## src/rtl/multicycle_control_unit_if.sv

```systemverilog
// Control-unit bus: IR opcode and memory handshake in,
// datapath selects, write strobes and status out.
interface multicycle_control_unit_if #(
  parameter int OP_W = 6
);
  logic [OP_W-1:0] opcode;
  logic            mem_ready;
  logic            mem_req;
  logic            IorD;
  logic            MemWrite;
  logic            IRWrite;
  logic            PCWrite;
  logic            Branch;
  logic [1:0]      PCSrc;
  logic            ALUSrcA;
  logic [1:0]      ALUSrcB;
  logic [1:0]      ALUOp;
  logic            RegDst;
  logic            MemtoReg;
  logic            RegWrite;
  logic            instr_done;
  logic            illegal_op;
  logic [3:0]      state_o;

  modport master (
    input  opcode, mem_ready,
    output mem_req, IorD, MemWrite, IRWrite,
    output PCWrite, Branch, PCSrc, ALUSrcA,
    output ALUSrcB, ALUOp, RegDst, MemtoReg,
    output RegWrite, instr_done, illegal_op,
    output state_o
  );

  modport slave (
    output opcode, mem_ready,
    input  mem_req, IorD, MemWrite, IRWrite,
    input  PCWrite, Branch, PCSrc, ALUSrcA,
    input  ALUSrcB, ALUOp, RegDst, MemtoReg,
    input  RegWrite, instr_done, illegal_op,
    input  state_o
  );
endinterface

```

## src/rtl/multicycle_control_unit.sv

```systemverilog
// Multi-cycle MIPS control FSM. Ports: clk, rst_n (async low),
// bus (master modport). Define MCU_JUMP_EN to decode OP_J.
module multicycle_control_unit #(
  parameter int              OP_W    = 6,
  parameter logic [OP_W-1:0] OP_R    = 6'b000000,
  parameter logic [OP_W-1:0] OP_LW   = 6'b100011,
  parameter logic [OP_W-1:0] OP_SW   = 6'b101011,
  parameter logic [OP_W-1:0] OP_BEQ  = 6'b000100,
  parameter logic [OP_W-1:0] OP_ADDI = 6'b001000,
  parameter logic [OP_W-1:0] OP_J    = 6'b000010
) (
  input logic                 clk,
  input logic                 rst_n,
  multicycle_control_unit_if.master bus
);

  typedef enum logic [3:0] {
    S_IDLE    = 4'd0,
    S_FETCH   = 4'd1,
    S_DECODE  = 4'd2,
    S_MEMADR  = 4'd3,
    S_MEMRD   = 4'd4,
    S_MEMWB   = 4'd5,
    S_MEMWR   = 4'd6,
    S_EXECUTE = 4'd7,
    S_ALUWB   = 4'd8,
    S_BRANCH  = 4'd9,
    S_ADDIEX  = 4'd10,
    S_ADDIWB  = 4'd11,
    S_JUMP    = 4'd12
  } state_t;

  state_t state;
  state_t nxt;

  logic [OP_W-1:0] op;
  logic            rdy;

  assign op          = bus.opcode;
  assign rdy         = bus.mem_ready;
  assign bus.state_o = state;

  always_ff @(posedge clk or negedge rst_n) begin
    if (!rst_n) state <= S_IDLE;
    else        state <= nxt;
  end

  always_comb begin
    nxt            = state;
    bus.mem_req    = 1'b0;
    bus.IorD       = 1'b0;
    bus.MemWrite   = 1'b0;
    bus.IRWrite    = 1'b0;
    bus.PCWrite    = 1'b0;
    bus.Branch     = 1'b0;
    bus.PCSrc      = 2'b00;
    bus.ALUSrcA    = 1'b0;
    bus.ALUSrcB    = 2'b00;
    bus.ALUOp      = 2'b00;
    bus.RegDst     = 1'b0;
    bus.MemtoReg   = 1'b0;
    bus.RegWrite   = 1'b0;
    bus.instr_done = 1'b0;
    bus.illegal_op = 1'b0;
    unique case (state)
      S_IDLE: nxt = S_FETCH;
      S_FETCH: begin
        bus.mem_req = 1'b1;
        bus.ALUSrcB = 2'b01;
        bus.IRWrite = rdy;
        bus.PCWrite = rdy;
        if (rdy) nxt = S_DECODE;
      end
      S_DECODE: begin
        bus.ALUSrcB = 2'b11;
        unique case (1'b1)
          (op == OP_LW) || (op == OP_SW):
            nxt = S_MEMADR;
          op == OP_R:    nxt = S_EXECUTE;
          op == OP_BEQ:  nxt = S_BRANCH;
          op == OP_ADDI: nxt = S_ADDIEX;
`ifdef MCU_JUMP_EN
          op == OP_J:    nxt = S_JUMP;
`else
          op == OP_J: begin
            nxt            = S_FETCH;
            bus.illegal_op = 1'b1;
          end
`endif
          default: begin
            nxt            = S_FETCH;
            bus.illegal_op = 1'b1;
          end
        endcase
      end
      S_MEMADR: begin
        bus.ALUSrcA = 1'b1;
        bus.ALUSrcB = 2'b10;
        // IR holds the opcode, so lw/sw is still visible here
        nxt = (op == OP_SW) ? S_MEMWR : S_MEMRD;
      end
      S_MEMRD: begin
        bus.mem_req = 1'b1;
        bus.IorD    = 1'b1;
        if (rdy) nxt = S_MEMWB;
      end
      S_MEMWB: begin
        bus.RegWrite   = 1'b1;
        bus.MemtoReg   = 1'b1;
        bus.instr_done = 1'b1;
        nxt            = S_FETCH;
      end
      S_MEMWR: begin
        bus.mem_req    = 1'b1;
        bus.IorD       = 1'b1;
        bus.MemWrite   = 1'b1;
        bus.instr_done = rdy;
        if (rdy) nxt = S_FETCH;
      end
      S_EXECUTE: begin
        bus.ALUSrcA = 1'b1;
        bus.ALUOp   = 2'b10;
        nxt         = S_ALUWB;
      end
      S_ALUWB: begin
        bus.RegDst     = 1'b1;
        bus.RegWrite   = 1'b1;
        bus.instr_done = 1'b1;
        nxt            = S_FETCH;
      end
      S_BRANCH: begin
        bus.ALUSrcA    = 1'b1;
        bus.ALUOp      = 2'b01;
        bus.PCSrc      = 2'b01;
        bus.Branch     = 1'b1;
        bus.instr_done = 1'b1;
        nxt            = S_FETCH;
      end
      S_ADDIEX: begin
        bus.ALUSrcA = 1'b1;
        bus.ALUSrcB = 2'b10;
        nxt         = S_ADDIWB;
      end
      S_ADDIWB: begin
        bus.RegWrite   = 1'b1;
        bus.instr_done = 1'b1;
        nxt            = S_FETCH;
      end
`ifdef MCU_JUMP_EN
      S_JUMP: begin
        bus.PCSrc      = 2'b10;
        bus.PCWrite    = 1'b1;
        bus.instr_done = 1'b1;
        nxt            = S_FETCH;
      end
`endif
      default: nxt = S_IDLE;
    endcase
  end

endmodule

```

## src/flat_wrapper.sv

```systemverilog
// flat-port wrapper written by rule: the top's interface ports become plain ports
module multicycle_control_unit_flat 
#(
  parameter int              OP_W    = 6,
  parameter logic [OP_W-1:0] OP_R    = 6'b000000,
  parameter logic [OP_W-1:0] OP_LW   = 6'b100011,
  parameter logic [OP_W-1:0] OP_SW   = 6'b101011,
  parameter logic [OP_W-1:0] OP_BEQ  = 6'b000100,
  parameter logic [OP_W-1:0] OP_ADDI = 6'b001000,
  parameter logic [OP_W-1:0] OP_J    = 6'b000010
)
  (clk, rst_n, bus_opcode, bus_mem_ready, bus_mem_req, bus_IorD, bus_MemWrite, bus_IRWrite, bus_PCWrite, bus_Branch, bus_PCSrc, bus_ALUSrcA, bus_ALUSrcB, bus_ALUOp, bus_RegDst, bus_MemtoReg, bus_RegWrite, bus_instr_done, bus_illegal_op, bus_state_o);
  multicycle_control_unit_if #(.OP_W(OP_W)) bus_i ();
  input logic clk;
  input logic rst_n;
  input wire logic [$bits(bus_i.opcode)-1:0] bus_opcode;
  input wire logic [$bits(bus_i.mem_ready)-1:0] bus_mem_ready;
  output wire logic [$bits(bus_i.mem_req)-1:0] bus_mem_req;
  output wire logic [$bits(bus_i.IorD)-1:0] bus_IorD;
  output wire logic [$bits(bus_i.MemWrite)-1:0] bus_MemWrite;
  output wire logic [$bits(bus_i.IRWrite)-1:0] bus_IRWrite;
  output wire logic [$bits(bus_i.PCWrite)-1:0] bus_PCWrite;
  output wire logic [$bits(bus_i.Branch)-1:0] bus_Branch;
  output wire logic [$bits(bus_i.PCSrc)-1:0] bus_PCSrc;
  output wire logic [$bits(bus_i.ALUSrcA)-1:0] bus_ALUSrcA;
  output wire logic [$bits(bus_i.ALUSrcB)-1:0] bus_ALUSrcB;
  output wire logic [$bits(bus_i.ALUOp)-1:0] bus_ALUOp;
  output wire logic [$bits(bus_i.RegDst)-1:0] bus_RegDst;
  output wire logic [$bits(bus_i.MemtoReg)-1:0] bus_MemtoReg;
  output wire logic [$bits(bus_i.RegWrite)-1:0] bus_RegWrite;
  output wire logic [$bits(bus_i.instr_done)-1:0] bus_instr_done;
  output wire logic [$bits(bus_i.illegal_op)-1:0] bus_illegal_op;
  output wire logic [$bits(bus_i.state_o)-1:0] bus_state_o;
  assign bus_i.opcode = bus_opcode;
  assign bus_i.mem_ready = bus_mem_ready;
  assign bus_mem_req = bus_i.mem_req;
  assign bus_IorD = bus_i.IorD;
  assign bus_MemWrite = bus_i.MemWrite;
  assign bus_IRWrite = bus_i.IRWrite;
  assign bus_PCWrite = bus_i.PCWrite;
  assign bus_Branch = bus_i.Branch;
  assign bus_PCSrc = bus_i.PCSrc;
  assign bus_ALUSrcA = bus_i.ALUSrcA;
  assign bus_ALUSrcB = bus_i.ALUSrcB;
  assign bus_ALUOp = bus_i.ALUOp;
  assign bus_RegDst = bus_i.RegDst;
  assign bus_MemtoReg = bus_i.MemtoReg;
  assign bus_RegWrite = bus_i.RegWrite;
  assign bus_instr_done = bus_i.instr_done;
  assign bus_illegal_op = bus_i.illegal_op;
  assign bus_state_o = bus_i.state_o;
  multicycle_control_unit #(.OP_W(OP_W), .OP_R(OP_R), .OP_LW(OP_LW), .OP_SW(OP_SW), .OP_BEQ(OP_BEQ), .OP_ADDI(OP_ADDI), .OP_J(OP_J)) u_core (.clk(clk), .rst_n(rst_n), .bus(bus_i));
endmodule
```

## config.mk

```make
export PLATFORM = sky130hd
export DESIGN_NAME = multicycle_control_unit_flat
export DESIGN_NICKNAME = d
export VERILOG_FILES = /design/src/rtl/multicycle_control_unit_if.sv /design/src/rtl/multicycle_control_unit.sv /design/src/flat_wrapper.sv
export SDC_FILE = /design/constraint.sdc
export NUM_CORES = 1
export LEC_CHECK = 0
export ABC_AREA = 1
export CAP_MARGIN = 20
export CORE_MARGIN = 2
export CORE_UTILIZATION = 37
export DETAILED_ROUTE_END_ITERATION = 8
export PLACE_DENSITY = 0.78
export SYNTH_ARGS = -nofsm -noshare
export SYNTH_HDL_FRONTEND = slang
export SYNTH_SLANG_ARGS = --single-unit
```

## constraint.sdc

```tcl
create_clock -name clk -period 1.45 [get_ports clk]
set_clock_uncertainty 0.05 [all_clocks]
set_input_delay 0.3625 -clock clk [delete_from_list [all_inputs] [get_ports clk]]
set_output_delay 0.3625 -clock clk [all_outputs]
set_load 0.05 [all_outputs]
```

==> results of run 1 <==
## through the flow
step | setup TNS [ns] | hold slack (ns)
after global placement | -2.59 | 0.518
after floorplan | -6.63 | 0.0169
## logic make-up after synthesis
kind of cell	after synthesis	share of synthesized area
buffers and inverters	23	0.185
AND/OR/NAND/NOR	62	0.557
flip-flops	4	0.183
other	1	0.00684
AO/OA/AOI/OAI	5	0.0685
## cell usage after synthesis
cell type / number
nor2_4: 3
dfrtp_1: 4
conb_1: 1
o211ai_1: 1
o21ai_2: 1
nand2_1: 24
inv_2: 9
nor2_1: 14
inv_1: 10
nor2_2: 5
o21ai_1: 1
buf_4: 4
nand3_1: 10
nand4_1: 1
nand2_4: 2
a21oi_1: 1
nand2_2: 3
o21bai_2: 1
==> out/qor.txt, run 1 <==
stop err: [ERROR DPL-0038] Utilization greater than 100%, impossible to legalize
Yosys warning count: 0
top cell type by total area after synthesis: dfrtp_1
routability congestion estimate: 0.855
post-synthesis cell count: 95
Syn Nets: 104
Mapped Area: 548 um2
Die W: 42.5 um
initial core utilization: 0.406
syn avg cell area: 5.77 um2
top cells by area, synth: dfrtp_1 (18%), nand2_1 (16%), nor2_1 (9.6%)
top cell type's share of synthesized area: 0.183
I/O pin count: 31
Yosys cell types: 18
Die H: 42.5 um
Yosys reg bits: 4
port bufs: 29
Fail Step: detailed placement
status: aborted with a tool error
post-synthesis sequential area ratio: 0.183
Row Count: 13
==> run 2, diff against run 1 <==
Settings changed: CORE_AREA set to 2 2 63 65, CORE_MARGIN 2 to not set, CORE_UTILIZATION 37 to not set, DIE_AREA set to 0 0 65 67, PLACE_DENSITY 0.78 to not set, PLACE_DENSITY_LB_ADDON set to 0.15.
==> run 2 against run 1 <==
The flow now finishes, with violations (negative setup slack). Synthesized cell count stayed put. Area after synthesis is the same.
==> out/qor.txt, run 2 <==
Syn Nets: 104 (unchanged)
Yosys warning count: 0 (unchanged)
post-synthesis cell count: 95 (unchanged)
top cell type by total area after synthesis: dfrtp_1
via/cell ratio: 3.87
routed length per instance: 9.96 um
share of cells above drive strength 1: 0.804
Yosys reg bits: 4 (unchanged)
core area: 3610 um2
area growth from synthesis to layout: 217%
worst setup margin: -0.396 ns
CP startpoint kind: flip-flop
initial core utilization: 0.152 (-0.254)
HP Class: primary input to asynchronous set/reset pin
CP Max Fanout: 4
max-slew violations: 0
Static Leak: 0.831 nW
die area: 4360 um2
total CTS buffers: 3
Final setup viols: 21
Post-synth EDFFs: 0 (unchanged)
Mapped Area: 548 um2 (unchanged)
Arr. time, crit path: 1.43 ns
most instantiated cells after synthesis: nand2_1 (24), nor2_1 (14), inv_1 (10), nand3_1 (10), inv_2 (9)
Max VDD drop: 1.29 mV
Final min period: 1.85 ns
Die H: 67 um (+58%)
# clock sinks: 4
Row Count: 22 (+9)
# DRC: 0
Layout Nets: 190
fraction of registers with async set/reset: 1.00 (unchanged)
area of the multi-input gates: 499 um2
CTS tree: done
DR pass1 iterations: 4
antenna violations before repair: 0
post-synthesis sequential area ratio: 0.183 (unchanged)
fmax: 542 MHz
failing checks: negative setup slack
Post-Route WL: 2260 um
most frequent cells in the layout: buf_4 (42), buf_12 (21), nand2_1 (15)
Pwr per Cell Area: 1930 nW/um2
RSZ-0062 raised after global routing: yes
DP HPWL: 1770 um
syn avg cell area: 5.77 um2 (unchanged)
Yosys cell types: 18 (unchanged)
port bufs: 29 (unchanged)
Max-Cap Viols: 0
n_diodes: 0
DRT antenna net count: 0
H-tree levels: 1
Clock Latency Late Sink: 0.21 ns
GR Overflow Total: 0
routability congestion estimate: 0.775 (-9.4%)
root buffer selected by CTS: clkbuf_8
Hold Slack: 0.305 ns
WP data required: 1.04 ns
Hold Vio Cnt, Final: 0
largest net degree at the start of global routing: 6
Fill cells: 347
top cells by area, synth: dfrtp_1 (18%), nand2_1 (16%), nor2_1 (9.6%)
Iteration-0 DRC Markers: 9
vias: 879
I/O pin count: 31 (unchanged)
clock-pin slew on the worst setup and hold paths: 0.03 ns
register area: 108 um2
first-pass GRT wire length: 3840 um
CP Class: flip-flop to primary output
leading cell type in the layout, fill and taps excluded: buf_4
CP Capture Type: primary output
CTS max path bufs: 2
Tcrit/Tclk final: 1.27
status: finished with violations
setup slack at placement: -0.466 ns
top cell type's share of synthesized area: 0.183 (unchanged)
Die W: 65 um (+53%)
total power: 3.35 mW
cell with the most instances after synthesis: nand2_1
vias in the first global route: 898
top_reg_cell synth: dfrtp_1
total track usage: 0.112
Placed Area: 1430 um2
post-route cell area: 1740 um2
max reg flops: 4
-- run 2: cell counts after synthesis --
No cell type changed its count.
-- run 2: power breakdown --
part / switching (mW) / leakage [nW] / internal, mW / total (mW)
sequential: 0.0811 / 0.0464 / 0.166 / 0.247
clock: 0.0523 / 0.0216 / 0.176 / 0.229
combinational: 1.46 / 0.763 / 1.42 / 2.88
total: 1.59 / 0.831 / 1.76 / 3.35
-- run 2: final timing paths --
path / cells past startpoint / startpoint / end / slack, ns
min in group clk: 3 / u_core.bus.state_o[1]$_DFFE_PN0P_ / u_core.bus.state_o[0]$_DFFE_PN0P_ / 0.63
max in group asynchronous: 1 / rst_n / u_core.bus.state_o[0]$_DFFE_PN0P_ / 0.85
hold / removal: 1 / rst_n / u_core.bus.state_o[0]$_DFFE_PN0P_ / 0.30
hold reg to reg: 3 / u_core.bus.state_o[1]$_DFFE_PN0P_ / u_core.bus.state_o[0]$_DFFE_PN0P_ / 0.63
setup reg to reg: 9 / u_core.bus.state_o[0]$_DFFE_PN0P_ / u_core.bus.state_o[2]$_DFFE_PN0P_ / -0.03
setup / recovery: 8 / u_core.bus.state_o[3]$_DFFE_PN0P_ / bus_instr_done / -0.40
-- run 2: per-stage QoR --
step | instances | util | setup TNS (ns)
after floorplan | 95 | - | -6.63
after global placement | 205 | 0.396 | -3.30
after detailed placement | 205 | 0.396 | -3.41
after CTS | 222 | 0.463 | -5.44
after global routing | 227 | 0.481 | -6.75
final | 227 | 0.481 | -5.48
-- run 2: timing repair --
action | in CTS | in global routing
endpoints found under the hold margin | 0 | 0
gates cloned | 0 | 0
resized for setup | 41 | 26
buffers inserted | 17 | 9
endpoints found under the setup margin | 20 | 23
pin swaps | 20 | 14
hold buffers | 0 | 0
-- run 2: routing by layer --
metal,wire (um),up-vias,track usage,share of wire
met2,1240,24,0.211,0.55
met3,105,4,0.0152,0.046
met4,38,0,0.0319,0.017
met1,878,399,0.129,0.39
li1,-,452,-,-
met5,0,-,0,0
-- run 2: logic make-up (layout without fill, tap and decap cells) --
family	Yosys count	after routing	synth area share
flops	4	4	0.183
other cells	1	1	0.00684
simple gates	62	62	0.557
buf+inv	23	107	0.185
compound gates	5	5	0.0685
-- run 2: cell type report --
class / count / share of cell area
repair buffers: 85 / 0.544
well taps: 48 / 0.0346
inverters: 19 / 0.0483
multi-input cells: 68 / 0.288
flip-flops and latches: 4 / 0.0620
clock buffers: 3 / 0.0238
-- run 2: critical path, stage by stage, from the launching register on --
cell,delay [ns]
dfrtp_2,0.45
nor2_4,0.17
inv_2,0.07
nor2_4,0.10
inv_2,0.06
nor2_4,0.10
nand2_2,0.07
nand3_4,0.07
buf_12,0.13
Power figures use the tool's default switching activity.
